**config.mk**
```make
export PLATFORM = sky130hd
export DESIGN_NAME = acc_cmd_arbiter_flat
export DESIGN_NICKNAME = d
export VERILOG_FILES = /design/src/rtl/acc_cmd_arbiter_if.sv /design/src/rtl/acc_cmd_arbiter.sv /design/src/flat_wrapper.sv
export SDC_FILE = /design/constraint.sdc
export NUM_CORES = 1
export LEC_CHECK = 0
export BUFFER_PORTS_ARGS = -buffer_cell sky130_fd_sc_hd__buf_2
export CAP_MARGIN = 20
export CORE_MARGIN = 1
export CORE_UTILIZATION = 46
export DETAILED_ROUTE_END_ITERATION = 16
export PLACE_DENSITY = 0.79
export SLEW_MARGIN = 15
export SYNTH_ARGS = -nofsm -noshare
export SYNTH_HDL_FRONTEND = slang
export SYNTH_SLANG_ARGS = --single-unit
```
**constraint.sdc**
```tcl
create_clock -name clk -period 2.49 [get_ports clk]
set_input_delay 0.498 -clock clk [delete_from_list [all_inputs] [get_ports clk]]
set_output_delay 0.498 -clock clk [all_outputs]
set_load 0.02 [all_outputs]
```
**src/rtl/acc_cmd_arbiter_if.sv**
```systemverilog
// Signal bundle between two command requesters, the accumulator core and the
// arbiter. master = requesters/core side, slave = arbiter side.
interface acc_cmd_arbiter_if;
  logic       ena;
  logic       prio_fixed;
  logic       req0_valid;
  logic [1:0] req0_op;
  logic [7:0] req0_data;
  logic       req0_ready;
  logic       req1_valid;
  logic [1:0] req1_op;
  logic [7:0] req1_data;
  logic       req1_ready;
  logic [7:0] cmd_out;
  logic [7:0] acc_in;
  logic       rsp_valid;
  logic       rsp_id;
  logic [7:0] rsp_data;
  logic       busy;

  modport master (
    output ena, prio_fixed,
    output req0_valid, req0_op, req0_data,
    output req1_valid, req1_op, req1_data,
    output acc_in,
    input  req0_ready, req1_ready,
    input  cmd_out, rsp_valid, rsp_id, rsp_data, busy
  );

  modport slave (
    input  ena, prio_fixed,
    input  req0_valid, req0_op, req0_data,
    input  req1_valid, req1_op, req1_data,
    input  acc_in,
    output req0_ready, req1_ready,
    output cmd_out, rsp_valid, rsp_id, rsp_data, busy
  );
endinterface

```
**src/rtl/acc_cmd_arbiter.sv**
```systemverilog
// Two-requester command arbiter feeding an accumulator core: grant, send
// opcode byte, send operand byte, then report the accumulator value back.
module acc_cmd_arbiter (
  input  logic              clk,
  input  logic              rst_n,
  acc_cmd_arbiter_if.slave  bus_io
);

  typedef enum logic [1:0] {
    ARB  = 2'd0,
    OPC  = 2'd1,
    OPND = 2'd2,
    RESP = 2'd3
  } state_e;

  localparam logic [1:0] OP_LOAD = 2'd0;

  state_e     state_q, state_d;
  logic [1:0] op_q, op_d;
  logic [7:0] data_q, data_d;
  logic       id_q, id_d;
  logic       last_grant_q, last_grant_d;
  logic [7:0] cmd_out_q, cmd_out_d;
  logic       rsp_id_q, rsp_id_d;
  logic [7:0] rsp_data_q, rsp_data_d;

  logic       grant_any;
  logic       grant_id;
  logic [1:0] sel_op;
  logic [7:0] sel_data;
  logic       rsp_fire;

  // Grant is combinational so the winner sees ready in the same cycle it
  // presents valid; rst_n gating keeps ready low while reset is held.
  always_comb begin
    grant_any = 1'b0;
    grant_id  = 1'b0;
    if (rst_n && bus_io.ena && (state_q == ARB) &&
        (bus_io.req0_valid || bus_io.req1_valid)) begin
      grant_any = 1'b1;
      if (bus_io.req0_valid && bus_io.req1_valid) begin
        grant_id = bus_io.prio_fixed ? 1'b0 : ~last_grant_q;
      end else begin
        grant_id = bus_io.req1_valid;
      end
    end
    sel_op   = grant_id ? bus_io.req1_op   : bus_io.req0_op;
    sel_data = grant_id ? bus_io.req1_data : bus_io.req0_data;
  end

  assign rsp_fire = (state_q == RESP) && bus_io.ena;

  always_comb begin
    state_d      = state_q;
    op_d         = op_q;
    data_d       = data_q;
    id_d         = id_q;
    last_grant_d = last_grant_q;
    cmd_out_d    = 8'h00;
    rsp_id_d     = rsp_id_q;
    rsp_data_d   = rsp_data_q;

    if (!bus_io.ena) begin
      state_d = ARB;
    end else begin
      case (state_q)
        ARB: begin
          if (grant_any) begin
            state_d      = OPC;
            op_d         = sel_op;
            data_d       = sel_data;
            id_d         = grant_id;
            last_grant_d = grant_id;
            cmd_out_d    = {6'b000000, sel_op} + 8'd1;
          end
        end
        OPC: begin
          state_d   = OPND;
          cmd_out_d = (op_q == OP_LOAD) ? data_q : 8'h00;
        end
        OPND: begin
          state_d = RESP;
        end
        RESP: begin
          state_d    = ARB;
          rsp_id_d   = id_q;
          rsp_data_d = bus_io.acc_in;
        end
      endcase
    end
  end

  // cmd_out is precomputed one cycle ahead so the core bus is driven
  // straight from a flop.
  always_ff @(posedge clk or negedge rst_n) begin
    if (!rst_n) begin
      state_q      <= ARB;
      op_q         <= 2'd0;
      data_q       <= 8'h00;
      id_q         <= 1'b0;
      last_grant_q <= 1'b1;
      cmd_out_q    <= 8'h00;
      rsp_id_q     <= 1'b0;
      rsp_data_q   <= 8'h00;
    end else begin
      state_q      <= state_d;
      op_q         <= op_d;
      data_q       <= data_d;
      id_q         <= id_d;
      last_grant_q <= last_grant_d;
      cmd_out_q    <= cmd_out_d;
      rsp_id_q     <= rsp_id_d;
      rsp_data_q   <= rsp_data_d;
    end
  end

  assign bus_io.req0_ready = grant_any & ~grant_id;
  assign bus_io.req1_ready = grant_any &  grant_id;
  assign bus_io.cmd_out    = cmd_out_q;
  assign bus_io.rsp_valid  = rsp_fire;
  assign bus_io.rsp_id     = rsp_fire ? id_q          : rsp_id_q;
  assign bus_io.rsp_data   = rsp_fire ? bus_io.acc_in : rsp_data_q;
  assign bus_io.busy       = (state_q != ARB);

endmodule

```
**src/flat_wrapper.sv**
```systemverilog
// flat-port wrapper written by rule: the top's interface ports become plain ports
module acc_cmd_arbiter_flat 
  (clk, rst_n, bus_io_ena, bus_io_prio_fixed, bus_io_req0_valid, bus_io_req0_op, bus_io_req0_data, bus_io_req1_valid, bus_io_req1_op, bus_io_req1_data, bus_io_acc_in, bus_io_req0_ready, bus_io_req1_ready, bus_io_cmd_out, bus_io_rsp_valid, bus_io_rsp_id, bus_io_rsp_data, bus_io_busy);
  acc_cmd_arbiter_if bus_io_i ();
  input  logic clk;
  input  logic rst_n;
  input wire logic [$bits(bus_io_i.ena)-1:0] bus_io_ena;
  input wire logic [$bits(bus_io_i.prio_fixed)-1:0] bus_io_prio_fixed;
  input wire logic [$bits(bus_io_i.req0_valid)-1:0] bus_io_req0_valid;
  input wire logic [$bits(bus_io_i.req0_op)-1:0] bus_io_req0_op;
  input wire logic [$bits(bus_io_i.req0_data)-1:0] bus_io_req0_data;
  input wire logic [$bits(bus_io_i.req1_valid)-1:0] bus_io_req1_valid;
  input wire logic [$bits(bus_io_i.req1_op)-1:0] bus_io_req1_op;
  input wire logic [$bits(bus_io_i.req1_data)-1:0] bus_io_req1_data;
  input wire logic [$bits(bus_io_i.acc_in)-1:0] bus_io_acc_in;
  output wire logic [$bits(bus_io_i.req0_ready)-1:0] bus_io_req0_ready;
  output wire logic [$bits(bus_io_i.req1_ready)-1:0] bus_io_req1_ready;
  output wire logic [$bits(bus_io_i.cmd_out)-1:0] bus_io_cmd_out;
  output wire logic [$bits(bus_io_i.rsp_valid)-1:0] bus_io_rsp_valid;
  output wire logic [$bits(bus_io_i.rsp_id)-1:0] bus_io_rsp_id;
  output wire logic [$bits(bus_io_i.rsp_data)-1:0] bus_io_rsp_data;
  output wire logic [$bits(bus_io_i.busy)-1:0] bus_io_busy;
  assign bus_io_i.ena = bus_io_ena;
  assign bus_io_i.prio_fixed = bus_io_prio_fixed;
  assign bus_io_i.req0_valid = bus_io_req0_valid;
  assign bus_io_i.req0_op = bus_io_req0_op;
  assign bus_io_i.req0_data = bus_io_req0_data;
  assign bus_io_i.req1_valid = bus_io_req1_valid;
  assign bus_io_i.req1_op = bus_io_req1_op;
  assign bus_io_i.req1_data = bus_io_req1_data;
  assign bus_io_i.acc_in = bus_io_acc_in;
  assign bus_io_req0_ready = bus_io_i.req0_ready;
  assign bus_io_req1_ready = bus_io_i.req1_ready;
  assign bus_io_cmd_out = bus_io_i.cmd_out;
  assign bus_io_rsp_valid = bus_io_i.rsp_valid;
  assign bus_io_rsp_id = bus_io_i.rsp_id;
  assign bus_io_rsp_data = bus_io_i.rsp_data;
  assign bus_io_busy = bus_io_i.busy;
  acc_cmd_arbiter u_core (.clk(clk), .rst_n(rst_n), .bus_io(bus_io_i));
endmodule
```
# Word-level counts from Yosys, hierarchy flattened
# Cells that the tools add are included.
# W data, S select, Z words.
[op_classes]
add_sub_neg = 1
n_mul = 0
n_div = 0
n_lt_le_gt_ge = 0
n_eq_ne = 4
shifts = 0
mux = 15
n_bitwise = 4
n_reduce_logical = 11
[op_table]
columns = ["op", "n"]
rows = [
  ["$mux W8", 5],
  ["$pmux W8 S2", 1],
  ["$pmux W2 S4", 1],
  ["$mux W2", 3],
  ["$logic_and A1 B1 Y1", 5],
  ["$mux W1", 5],
  ["$eq A2 B2 Y1 const B", 2],
  ["$logic_not A2 Y1", 2],
  ["$add A2 B1 Y3 const B", 1],
  ["$ne A3 B2 Y1 const B", 1],
  ["$reduce_and A3 Y1", 1],
  ["$and A1 B1 Y1", 2],
  ["$eq A2 B1 Y1 const B", 1],
  ["$not A1 Y1", 2],
  ["$reduce_and A2 Y1", 1],
  ["$reduce_bool A2 Y1", 1],
  ["$logic_or A1 B1 Y1", 1],
]
[totals]
regBits = 31
latchBits = 0
ram_bits = 0
mem_bits_ro = 0
inputBits = 34
output_inout_bits = 21
elab_cells = 43
mem_count = 0

# Longest topological paths before layout
[depth]
ltp_word = 9
ltp_mapped = 7

# Worst setup path after synthesis
# Ideal clock, no wire load.
[synth_path]
path_kind = "register to register"
start = "register u_core.state_q[0]"
end = "register u_core.cmd_out_q[1], in the netlist u_core.bus_io.cmd_out[1]"
arrival_time_ps = 1867
slack_ps = 502
stages_incl_launch_ff = 8
synth_period_minus_slack_ps = 1988
cell_sequence = "dfrtp_1 > inv_1 > ha_1 > o2111a_2 > nand3_2 > mux2_1 > ha_1 > a22o_1"
[synth_between]
elab_chain_cells = 9
[synth_rtl]
columns = ["element", "line", "rtl"]
rows = [
  ["from (decl)", "acc_cmd_arbiter.sv:18", "state_e state_q, state_d;"],
  ["from (signal assigned)", "acc_cmd_arbiter.sv:106", "state_q <= state_d;"],
  ["$logic_not A2 Y1", "acc_cmd_arbiter.sv:38", "if (rst_n && bus_io.ena && (state_q == ARB) &&"],
  ["$logic_and A1 B1 Y1 (2 in a row)", "acc_cmd_arbiter.sv:38", ""],
  ["$mux W1", "acc_cmd_arbiter.sv:38", ""],
  ["$mux W2", "acc_cmd_arbiter.sv:47", "sel_op = grant_id ? bus_io.req1_op : bus_io.req0_op;"],
  ["named net u_core.sel_op[0]", "acc_cmd_arbiter.sv:29", "logic [1:0] sel_op;"],
  ["$add A2 B1 Y3", "acc_cmd_arbiter.sv:74", "cmd_out_d = {6'b000000, sel_op} + 8'd1;"],
  ["$mux W8", "acc_cmd_arbiter.sv:68", "if (grant_any) begin"],
  ["$pmux W8 S2", "acc_cmd_arbiter.sv:66", "case (state_q)"],
  ["$mux W8", "acc_cmd_arbiter.sv:63", "if (!bus_io.ena) begin"],
  ["named net u_core.cmd_out_d[1]", "acc_cmd_arbiter.sv:23", "logic [7:0] cmd_out_q, cmd_out_d;"],
  ["to (signal assigned)", "acc_cmd_arbiter.sv:111", "cmd_out_q <= cmd_out_d;"],
  ["to (decl)", "acc_cmd_arbiter.sv:23", ""],
]
# The timed path passes the listed nets, and every way through them passes these cells.
# A chain may end at the register's enable or synchronous reset.

# Worst setup path after layout
[layout_path]
start = "register u_core.state_q[0]"
end = "output bus_io_rsp_data[2]"
[layout_between]
elab_chain_cells = 3
[layout_rtl]
columns = ["element", "line", "rtl"]
rows = [
  ["$eq A2 B2 Y1", "acc_cmd_arbiter.sv:51", "assign rsp_fire = (state_q == RESP) && bus_io.ena;"],
  ["$logic_and A1 B1 Y1", "acc_cmd_arbiter.sv:51", ""],
  ["$mux W8", "acc_cmd_arbiter.sv:122", "assign bus_io.rsp_data = rsp_fire ? bus_io.acc_in : rsp_data_q;"],
  ["to (decl)", "flat_wrapper.sv:21", "output wire logic [$bits(bus_io_i.rsp_data)-1:0] bus_io_rsp_data;"],
]
# No other way between the ends.

==> out/qor.csv <==
metric,value,unit
syn nets,166,
crit start category,flop,
Syn Area/Cell,11.1,um2
Finished Cell Area,0.00177,mm2
die area,0.00326,mm2
vias in the first global route,1133,
R2R Setup Slk,0.39,ns
Yosys cell types,25,
area of the multi-input gates,573,um2
Max-Cap Viols,0,
Tmin final,2.30,ns
reported net switching power,0.651,mW
die span in x,57.1,um
part of the power in registers,45.1,%
worst setup path category,flop to output pin,
endpoints failing setup,0,
Clock Tree Buf Depth,2,
Num CTS Buffers,5,
cts hold-fix bufs,0,
Initial DRC Count,52,
final RePlAce weighted congestion,0.883,
largest net degree at the start of global routing,19,
die height,57.1,um
Clock Latency Late Sink,0.33,ns
"commonest non-fill, non-tap cells in the layout","buf_2, dfrtp_1, o21ai_0",
Resize count post-CTS,0,
Post-DP Area,0.00172,mm2
"Remaining Overflow, GRT",0,
Worst Setup End Kind,output pin,
Synth Cell Area,0.00140,mm2
Detailed Route WL,3.07,mm
Rows,19,
final worst path period share,92.3,%
WP data arrival,1.80,ns
DR WL/cell,14.0,um
outcome,"finished, violations left",
"Seq/Total Area, Yosys",55.7,%
Setup TNS,0,ns
internal power,1.08,mW
max_slew headroom,53.7,%
Buf/Inv on CP,1,
Slew @ Worst Pin,0.690,ns
pwr/cell area,976,mW/mm2
Area Growth Syn to Fin,26.8,%
antenna violations before repair,0,
Max H-tree Level,2,
CTS clock-pin slew for the worst setup and hold paths,0.10,ns
Post-CTS Setup Inserts,0,
clk sinks,31,
Core Region,0.00281,mm2
Worst Hold Class,input port to asynchronous set/reset pin,
drt via density,5.58,
CTS tree,yes,
"CP delay by family, top",flip-flops,
critical path cell sequence,"ha_1, nand2_1, mux2_2, buf_2",
vias,1221,
share of power burned in the clock network,15.9,%
Root Buffer,clkbuf_4,
Synth warnings,0,
Critical-path top delay cell,dfrtp_1,
"most common cell after layout, fill and taps aside",buf_2,
DPL Wire Length,2.33,mm
Crit path largest cell delay,0.40,ns
sequential cell area,777,um2
IO Port Bufs,54,
endpoints failing hold,0,
fmax,435,MHz
Starting Density,49.7,%
Max Slew Vio Count,0,
number of fill cells,234,
worst hold margin,0.128,ns
GRT Total Usage,21.0,%
# IOs,55,
Post-layout nets,227,
Worst Path Required,1.99,ns
Max VDD drop,0.478,mV
First-pass DRT Iterations,11,
diode count,0,
RSZ-0062 raised after global routing,false,
Worst Skew,0.0118,ns
Yosys reg bits,31,
fraction of layout cells with a size suffix above 1,41.0,%
critical-path maximum fanout,10,
Leak,0.940,nW
Mapped Cells,126,
Comb pwr share,39.0,%
sw frac,37.7,%
DRT antenna net count,0,
first-pass GRT wire length,5.12,mm
DRC,8,
failing checks,design-rule violations,
## synthesized netlist by cell type (all sizes together)
cell	n	share of area [%]
nand3	3	1.4
mux2	11	8.9
nor2	10	2.7
buf	2	0.72
a31oi	10	4.5
a32o	1	0.72
mux2i	2	1.4
nor3	1	0.36
o2111a	1	0.90
o21ai	13	4.7
o2111ai	1	0.63
clkbuf	3	0.90
o21a	1	0.54
dfstp	1	1.9
dfrtp	30	54
a22o	2	1.3
ha	6	5.4
a21oi	10	3.6
and2	5	2.2
nand2	7	1.9
inv	6	1.6
## state kept, by name, summed over array words and instances (netlist names)
| name | count |
|---|---|
| u_core.bus_io.cmd_out | 8 |
| u_core.data_q | 8 |
| u_core.id_q | 1 |
| u_core.last_grant_q | 1 |
| u_core.op_q | 2 |
| u_core.rsp_data_q | 8 |
| u_core.rsp_id_q | 1 |
| u_core.state_q | 2 |
## logic make-up (layout without fill, tap and decap cells)
group | after synthesis | in the layout | synth area share [%]
muxes | 13 | 13 | 10.3
adders and majority gates | 6 | 6 | 5.38
buffers and inverters | 11 | 73 | 3.23
DFF | 31 | 31 | 55.7
AOI/OAI and AO/OA | 39 | 39 | 16.8
and+or+nand+nor | 26 | 26 | 8.61
## per-layer routing
layer,share of wire (%),global-route usage [%],vias up
met2,47,31.1,71
met3,7.5,4.99,8
met1,43,28.6,572
li1,-,-,570
met4,2.2,11.5,0
met5,0,0,-
## final timing paths
kind / from / end / depth (start not counted)
setup / recovery: u_core.state_q[0] / bus_io_rsp_data[2] / 4
max in group asynchronous: rst_n / u_core.last_grant_q / 2
hold reg to reg: u_core.last_grant_q / u_core.last_grant_q / 2
setup reg to reg: u_core.state_q[1] / u_core.bus_io.cmd_out[1] / 7
hold / removal: rst_n / u_core.data_q[3] / 2
min in group clk: bus_io_req0_data[5] / u_core.data_q[5] / 3
## area by class of cell
type                            count  area share (%)
Clock buffer                        7            2.55
Clock inverter                      1           0.283
Inverter                            6            1.27
Multi-Input combinational cell     84            32.4
Sequential cell                    31            43.9
Tap cell                           31            2.19
Timing Repair Buffer               59            17.4
## worst register-to-register path: stages (launching register included)
cell	delay, ns
dfrtp_1	0.41
inv_1	0.13
ha_1	0.23
o2111a_2	0.23
nand3_2	0.14
mux2_1	0.37
ha_1	0.29
a22o_1	0.20
## stage by stage
stage / util [%] / worst slack [ns] / power [mW] / std cells
after global placement: 61.3 / 0.418 / 1.43 / 211
after global routing: 63.1 / 0.110 / 1.85 / 219
after CTS: 63.1 / 0.164 / 1.74 / 219
after detailed placement: 61.3 / 0.361 / 1.47 / 211
final: 63.1 / 0.192 / 1.73 / 219
after floorplan: - / 0.502 / 1.23 / 126
## power groups by stage
stage / Clock, mW / Sequential, mW / Combinational (mW)
finish: 0.274 / 0.779 / 0.674
global route: 0.305 / 0.798 / 0.746
CTS: 0.282 / 0.779 / 0.680
detailed placement: 0 / 0.790 / 0.678
global placement: 0 / 0.777 / 0.650
floorplan: 0 / 0.778 / 0.453
Note: power is estimated with default switching activity, not from simulation.
